--- src/rtl/bit_count_unit_if.sv ---
// Handshake bundle for the bit count unit.
// The slave side is the unit itself; the master side is the producer/consumer.
interface bit_count_unit_if #(
  parameter int XLEN  = 32,
  parameter int TAG_W = 5
);
  localparam int RES_W = $clog2(XLEN) + 1;

  logic             flush;
  logic             in_valid;
  logic             in_ready;
  logic [1:0]       in_op;
  logic [XLEN-1:0]  in_data;
  logic [TAG_W-1:0] in_tag;
  logic             out_valid;
  logic             out_ready;
  logic [RES_W-1:0] out_result;
  logic [TAG_W-1:0] out_tag;

  modport master (
    output flush,
    output in_valid,
    output in_op,
    output in_data,
    output in_tag,
    output out_ready,
    input  in_ready,
    input  out_valid,
    input  out_result,
    input  out_tag
  );

  modport slave (
    input  flush,
    input  in_valid,
    input  in_op,
    input  in_data,
    input  in_tag,
    input  out_ready,
    output in_ready,
    output out_valid,
    output out_result,
    output out_tag
  );
endinterface

--- src/rtl/bit_count_unit.sv ---
// Two-stage CLZ / CTZ / CPOP unit.
// S1 registers per-byte partials, S2 combines them into the result.
module bit_count_unit #(
  parameter int XLEN  = 32,
  parameter int TAG_W = 5
) (
  input logic             clk,
  input logic             rst,
  bit_count_unit_if.slave bus
);
  localparam int RES_W = $clog2(XLEN) + 1;
  localparam int NB    = XLEN / 8;

  localparam logic [1:0] OP_CLZ = 2'b00;
  localparam logic [1:0] OP_CTZ = 2'b01;
  localparam logic [1:0] OP_POP = 2'b10;

  logic                  s1_valid_q, s1_valid_d;
  logic                  s2_valid_q, s2_valid_d;
  logic [1:0]            s1_op_q, s1_op_d;
  logic [TAG_W-1:0]      s1_tag_q, s1_tag_d;
  logic [NB-1:0][3:0]    s1_lz_q, s1_lz_d;
  logic [NB-1:0][3:0]    s1_tz_q, s1_tz_d;
  logic [NB-1:0][3:0]    s1_pc_q, s1_pc_d;
  logic [NB-1:0]         s1_zb_q, s1_zb_d;
  logic [RES_W-1:0]      res_q, res_d;
  logic [TAG_W-1:0]      tag_q, tag_d;

  logic                  s1_adv, s2_adv;
  logic                  s1_load, s2_load;
  logic [RES_W-1:0]      clz_sum, ctz_sum;
  logic [RES_W-1:0]      pop_sum, comb_res;
  logic                  clz_done, ctz_done;

  function automatic logic [3:0] byte_lz(
    input logic [7:0] b
  );
    logic [3:0] n;
    logic       f;
    n = 4'd0;
    f = 1'b0;
    for (int k = 7; k >= 0; k--) begin
      if (!f) begin
        if (b[k]) f = 1'b1;
        else      n = n + 4'd1;
      end
    end
    return n;
  endfunction

  function automatic logic [3:0] byte_tz(
    input logic [7:0] b
  );
    logic [3:0] n;
    logic       f;
    n = 4'd0;
    f = 1'b0;
    for (int k = 0; k < 8; k++) begin
      if (!f) begin
        if (b[k]) f = 1'b1;
        else      n = n + 4'd1;
      end
    end
    return n;
  endfunction

  function automatic logic [3:0] byte_pc(
    input logic [7:0] b
  );
    logic [3:0] n;
    n = 4'd0;
    for (int k = 0; k < 8; k++) begin
      n = n + {3'b000, b[k]};
    end
    return n;
  endfunction

  always_comb begin
    s2_adv  = !s2_valid_q || bus.out_ready;
    s1_adv  = !s1_valid_q || s2_adv;
    s1_load = s1_adv && bus.in_valid
              && !bus.flush;
    s2_load = s2_adv && s1_valid_q
              && !bus.flush;
  end

  assign bus.in_ready = s1_adv && !bus.flush;

  always_comb begin
    s1_op_d  = s1_op_q;
    s1_tag_d = s1_tag_q;
    s1_lz_d  = s1_lz_q;
    s1_tz_d  = s1_tz_q;
    s1_pc_d  = s1_pc_q;
    s1_zb_d  = s1_zb_q;
    if (s1_load) begin
      s1_op_d  = bus.in_op;
      s1_tag_d = bus.in_tag;
      for (int i = 0; i < NB; i++) begin
        s1_lz_d[i] = byte_lz(bus.in_data[8*i +: 8]);
        s1_tz_d[i] = byte_tz(bus.in_data[8*i +: 8]);
        s1_pc_d[i] = byte_pc(bus.in_data[8*i +: 8]);
        s1_zb_d[i] = (bus.in_data[8*i +: 8] == 8'h00);
      end
    end
  end

  // Leading/trailing counts accumulate through all-zero bytes
  // and stop after the first byte holding a one.
  always_comb begin
    clz_sum  = '0;
    ctz_sum  = '0;
    pop_sum  = '0;
    clz_done = 1'b0;
    ctz_done = 1'b0;
    for (int i = NB - 1; i >= 0; i--) begin
      if (!clz_done) begin
        clz_sum  = clz_sum + RES_W'(s1_lz_q[i]);
        clz_done = !s1_zb_q[i];
      end
    end
    for (int i = 0; i < NB; i++) begin
      if (!ctz_done) begin
        ctz_sum  = ctz_sum + RES_W'(s1_tz_q[i]);
        ctz_done = !s1_zb_q[i];
      end
      pop_sum = pop_sum + RES_W'(s1_pc_q[i]);
    end
  end

  always_comb begin
    comb_res = '0;
    unique case (1'b1)
      (s1_op_q == OP_CLZ): comb_res = clz_sum;
      (s1_op_q == OP_CTZ): comb_res = ctz_sum;
      (s1_op_q == OP_POP): comb_res = pop_sum;
      default:             comb_res = '0;
    endcase
  end

  always_comb begin
    res_d = res_q;
    tag_d = tag_q;
    if (s2_load) begin
      res_d = comb_res;
      tag_d = s1_tag_q;
    end
  end

  always_comb begin
    s1_valid_d = s1_valid_q;
    s2_valid_d = s2_valid_q;
    if (s1_adv) s1_valid_d = bus.in_valid;
    if (s2_adv) s2_valid_d = s1_valid_q;
    if (bus.flush) begin
      s1_valid_d = 1'b0;
      s2_valid_d = 1'b0;
    end
  end

  always_ff @(posedge clk or posedge rst) begin
    if (rst) begin
      s1_valid_q <= 1'b0;
      s2_valid_q <= 1'b0;
      res_q      <= '0;
      tag_q      <= '0;
    end else begin
      s1_valid_q <= s1_valid_d;
      s2_valid_q <= s2_valid_d;
      res_q      <= res_d;
      tag_q      <= tag_d;
    end
  end

  always_ff @(posedge clk) begin
    s1_op_q  <= s1_op_d;
    s1_tag_q <= s1_tag_d;
    s1_lz_q  <= s1_lz_d;
    s1_tz_q  <= s1_tz_d;
    s1_pc_q  <= s1_pc_d;
    s1_zb_q  <= s1_zb_d;
  end

  assign bus.out_valid  = s2_valid_q;
  assign bus.out_result = res_q;
  assign bus.out_tag    = tag_q;
endmodule

--- src/flat_wrapper.sv ---
// flat-port wrapper written by rule: the top's interface ports become plain ports
module bit_count_unit_flat 
#(
  parameter int XLEN  = 32,
  parameter int TAG_W = 5
)
  (clk, rst, bus_flush, bus_in_valid, bus_in_op, bus_in_data, bus_in_tag, bus_out_ready, bus_in_ready, bus_out_valid, bus_out_result, bus_out_tag);
  bit_count_unit_if #(.XLEN(XLEN), .TAG_W(TAG_W)) bus_i ();
  input logic clk;
  input logic rst;
  input wire logic [$bits(bus_i.flush)-1:0] bus_flush;
  input wire logic [$bits(bus_i.in_valid)-1:0] bus_in_valid;
  input wire logic [$bits(bus_i.in_op)-1:0] bus_in_op;
  input wire logic [$bits(bus_i.in_data)-1:0] bus_in_data;
  input wire logic [$bits(bus_i.in_tag)-1:0] bus_in_tag;
  input wire logic [$bits(bus_i.out_ready)-1:0] bus_out_ready;
  output wire logic [$bits(bus_i.in_ready)-1:0] bus_in_ready;
  output wire logic [$bits(bus_i.out_valid)-1:0] bus_out_valid;
  output wire logic [$bits(bus_i.out_result)-1:0] bus_out_result;
  output wire logic [$bits(bus_i.out_tag)-1:0] bus_out_tag;
  assign bus_i.flush = bus_flush;
  assign bus_i.in_valid = bus_in_valid;
  assign bus_i.in_op = bus_in_op;
  assign bus_i.in_data = bus_in_data;
  assign bus_i.in_tag = bus_in_tag;
  assign bus_i.out_ready = bus_out_ready;
  assign bus_in_ready = bus_i.in_ready;
  assign bus_out_valid = bus_i.out_valid;
  assign bus_out_result = bus_i.out_result;
  assign bus_out_tag = bus_i.out_tag;
  bit_count_unit #(.XLEN(XLEN), .TAG_W(TAG_W)) u_core (.clk(clk), .rst(rst), .bus(bus_i));
endmodule
--- config.mk ---
export PLATFORM = sky130hd
export DESIGN_NAME = bit_count_unit_flat
export DESIGN_NICKNAME = d
export VERILOG_FILES = /design/src/rtl/bit_count_unit_if.sv /design/src/rtl/bit_count_unit.sv /design/src/flat_wrapper.sv
export SDC_FILE = /design/constraint.sdc
export NUM_CORES = 1
export LEC_CHECK = 0
export CAP_MARGIN = 30
export CORE_AREA = 2 2 115 117
export CTS_CLUSTER_DIAMETER = 200
export DETAILED_ROUTE_END_ITERATION = 12
export DIE_AREA = 0 0 117 119
export PLACE_DENSITY_LB_ADDON = 0.2
export SLEW_MARGIN = 0
export SYNTH_ARGS = -nofsm -noshare
export SYNTH_HDL_FRONTEND = slang
export SYNTH_SLANG_ARGS = --single-unit
export TNS_END_PERCENT = 30
--- constraint.sdc ---
create_clock -name clk -period 4.9 [get_ports clk]
set_input_delay 0.98 -clock clk [delete_from_list [all_inputs] [get_ports clk]]
set_output_delay 0.98 -clock clk [all_outputs]
set_load 0.005 [all_outputs]
==> impl_summary.md <==
Global route
The first global-routing pass estimated 28200 um of wire. The total overflow left after global routing is 0. For this run, the total global-route usage over all layers was measured as 25.3%.

The number of global-route vias before repair came to between 6k and 7k. The number of antenna violations at the first check in global routing was 0. Entering global routing, the biggest net connects 38 pins.

Detailed routing
The overall routed net length is 17000 um. Detailed routing inserted a total of 6248 vias. The initial DRC count is 346. The remaining antenna violation count is 0. The number of design rule violations left after detail routing is 0. The routed via count divided by cell count is 5.59. The pre-antenna-repair detailed-routing pass consisted of 5 iterations. The average wire per standard cell is 15.2 um.

Place
The routability congestion estimate is just under 0.9. The placed instances occupy a cell area of a little under 0.009 mm2. The count of buffers added on input and output ports is 56. Prior to clock tree synthesis, the placed netlist has a worst setup slack of -0.313 ns. Detailed placement finished with a half-perimeter wire length of 13800 um.

Power and ir drop
In this run, flip-flops and latches consume 34.4% of the power. The leakage power is 4.12 nW. Power spread over the standard cell area amounts to 243 mW/mm2. The net switching fraction of the power is 30.6%. The internal portion of the total power is between 1.5 and 2 mW. The clock network accounts for 31.0% of the total power. In this run the power spent charging and discharging nets is between 0.6 and 0.7 mW. The portion of total power attributed to combinational logic is 34.6%. IR analysis of the VDD net gives a maximum drop of 0.177 mV.

Final layout
The layout filler cell count is 984. In the layout the commonest cells are ha_1, inv_1, nand2_1. In the final layout, flip-flops and latches occupy about 0.0021 mm2. Once layout is done, the placed cells without fillers occupy 0.00906 mm2. The post-route netlist has between 10% and 20% of its cells at a drive strength greater than 1. In the final design database the tool counted 1099 nets. The signed area change from the synthesized netlist to the final layout is 18.9%. The number of antenna diodes is 0. The most common cell after layout, fill and taps aside is ha_1. The area of the multi-input gates is slightly above 0.005 mm2.

Synthesis
Dividing the synthesized area by the synthesized cell count gives 9.11 um2. The Yosys step of the flow raised 0 warnings. After synthesis the cells add up to about 0.0076 mm2.

When the netlist entered floorplanning its net count stood at about 1000. The proportion of register bits with asynchronous set or reset after synthesis is 18.1%. The most used flip-flop cell after synthesis is edfxtp_1.

The number of instances in the synthesized netlist is 836. The share of the Yosys chip area taken by registers is 27.5%. The synthesized design contains 72 register bits. Yosys mapped a number of flops with a built-in enable equal to 59. After synthesis, the netlist uses 66 different library cells.

Worst setup path
The endpoint type of the worst setup path is a flop. The endpoint required time on the critical path is 4.98 ns. The setup slack on the worst flop-to-flop path is 0.55 ns. The number of cells on the worst reg-to-reg path is 17. The category of the critical setup timing path is in2reg.

STA classifies the critical path startpoint as an input pin. The worst flop-to-flop path endpoint is u_core.bus.out_result[4]. The data arrival time at the worst-slack endpoint is 4.78 ns. The worst flop-to-flop path startpoint is u_core.s1_tz_q[4]. Of all nets on the critical path, the largest fanout is 3.

Clocking
The total CTS buffers is 9. The clock tree root driver cell is clkbuf_16. The clock insertion delay at the later pin of the skew report is 0.34 ns.

The clock passes through at most 2 buffers. The TritonCTS sink count is 72. The number of levels in the clock H-tree is 3. After clock tree synthesis, the clock-pin slew on the worst setup and hold paths is 0.06 ns. The TritonCTS clock tree is done.

STA
The final period demand of the worst path is 4.70 ns. The worst pin sits at a relative slew slack of a little over two fifths. The achievable clock frequency is 0.213 GHz. Clock skew on the completed layout was measured at 0.00898 ns. The final-report hold violation count was 0.

The count of final max-slew check failures is 0. Setup violations remaining at the end of the flow were counted as 0. The post-route fraction of the period consumed by the critical path is 95.8%. The minimum setup slack in the final design is between 0.2 and 0.25 ns. At the pin with the least slew margin, the transition time is 0.851 ns.

Run
Max-cap violations in this run came to 0.

Hold path
The end point of the most critical hold path is u_core.bus.out_tag[2]. The worst hold path was traced through 2 stages. In this run the most critical hold path is launched from u_core.s1_tag_q[2]. The worst hold path belongs to the class reg2reg.

Die
The initial utilization of the core area, before any placement, comes to 59.2%. The die height is 119 um. The placeable core area is approximately 0.013 mm2. The die span in x is 117 um. The initialized floorplan defines 42 standard-cell rows. The die area is 0.0139 mm2.

The total I/O pin count is 57.

Run status
The run finished with clean final reports.
-- synth_stat cells (all sizes together) (3+ instances only) --
library cell | count | area (um2)
o211ai | 3 | 22.5
a21o | 16 | 120
inv | 90 | 338
nor2 | 74 | 278
xnor2 | 54 | 473
clkbuf | 9 | 33.8
o21a | 6 | 45.0
nor3 | 16 | 80.1
a21boi | 10 | 75.1
xor2 | 27 | 236
buf | 9 | 48.8
dfrtp | 13 | 325
nand3 | 19 | 95.1
a211oi | 9 | 67.6
nor2b | 24 | 153
and2 | 6 | 37.5
or2 | 3 | 18.8
o31a | 4 | 35.0
edfxtp | 59 | 1770
o21ai | 34 | 170
nor3b | 3 | 27.5
nand3b | 3 | 22.5
o31ai | 3 | 22.5
a21oi | 44 | 220
mux2i | 24 | 240
ha | 91 | 1140
or3 | 4 | 25.0
fa | 28 | 561
a31oi | 5 | 31.3
o21bai | 3 | 22.5
and3 | 4 | 25.0
nand2 | 80 | 300
nand2b | 9 | 56.3
mux2 | 19 | 214
nand4 | 4 | 25.0
-- registers in the layout, indices dropped and copies added, names as in the netlist, 2 cells and up --
signal	cells
u_core.s1_op_q	2
u_core.s1_zb_q	4
u_core.bus.out_tag	5
u_core.s1_lz_q	16
u_core.bus.out_result	6
u_core.s1_pc_q	16
u_core.s1_tag_q	5
u_core.s1_tz_q	16
-- layout make-up --
type	instances	area share [%]
clock inverters	4	0.566
flip-flops and latches	72	23.1
clock buffers	12	2.94
inverters	90	3.73
repair buffers	107	10.5
multi-input cells	656	56.7
well taps	176	2.43
-- per-layer routing --
| layer | global-route usage, % | wire length [um] |
|---|---|---|
| met4 | 7.65 | 350 |
| met3 | 2.49 | 612 |
| met5 | 0 | 0 |
| met1 | 31.6 | 7220 |
| met2 | 45.6 | 8830 |
-- cell families after synthesis --
logic type / share of synthesized area (%)
AND/OR/NAND/NOR: 16.4
AO/OA/AOI/OAI: 13.0
adder cells (fa/ha/maj): 22.3
buffers and inverters: 5.52
XOR/XNOR: 9.31
flip-flops: 27.5
multiplexers: 5.96
-- critical path, stage by stage --
cell and delay (ns):
clkdlybuf4s50_1 0.47, inv_1 0.04, ha_1 0.18, nor2b_2 0.17, xor2_1 0.14, ha_1 0.30, o31a_1 0.24, ha_1 0.29
mux2i_1 0.13, a21boi_1 0.10, ha_1 0.31, mux2_2 0.27, ha_1 0.30, mux2i_1 0.19, a21oi_2 0.10, ha_1 0.28
mux2_2 0.27
-- worst max-delay path by stage --
stage | from | end | slack [ns] | cells after the start
4_1_cts | bus_in_data[8] | u_core.s1_tz_q[6] | 0.03 | 21
3_5_place_dp | bus_in_data[8] | u_core.s1_tz_q[6] | -0.31 | 21
3_3_place_gp | bus_in_data[8] | u_core.s1_tz_q[5] | -0.09 | 19
2_1_floorplan | bus_in_data[24] | u_core.s1_tz_q[13] | 0.29 | 17
6_report | bus_in_data[25] | u_core.s1_tz_q[13] | 0.20 | 17
5_1_grt | bus_in_data[25] | u_core.s1_tz_q[13] | -0.03 | 17
-- power groups by stage --
stage,combinational [mW],clock [mW],sequential [mW]
after floorplan,0.478,0,0.761
after global placement,0.703,0,0.768
after detailed placement,0.748,0,0.769
after CTS,0.755,0.687,0.758
after global routing,0.856,0.715,0.762
final,0.761,0.683,0.757
-- timing repair --
action                     4_1_cts  5_1_grt
resized for setup                0       12
buffers inserted                 0        1
hold buffers                     0        0
setup endpoints to repair        0        6
-- stage by stage --
stage	hold WS (ns)	total power, mW	std cells	utilization (%)	TNS (ns)
after floorplan	0.415	1.24	836	-	0
after global placement	0.436	1.47	1100	67.5	-0.321
after detailed placement	0.459	1.52	1100	67.5	-1.53
after CTS	0.465	2.20	1116	70.0	0
after global routing	0.488	2.33	1117	70.4	-0.0270
final	0.458	2.20	1117	70.4	0
(Power assumes the default switching activity.)
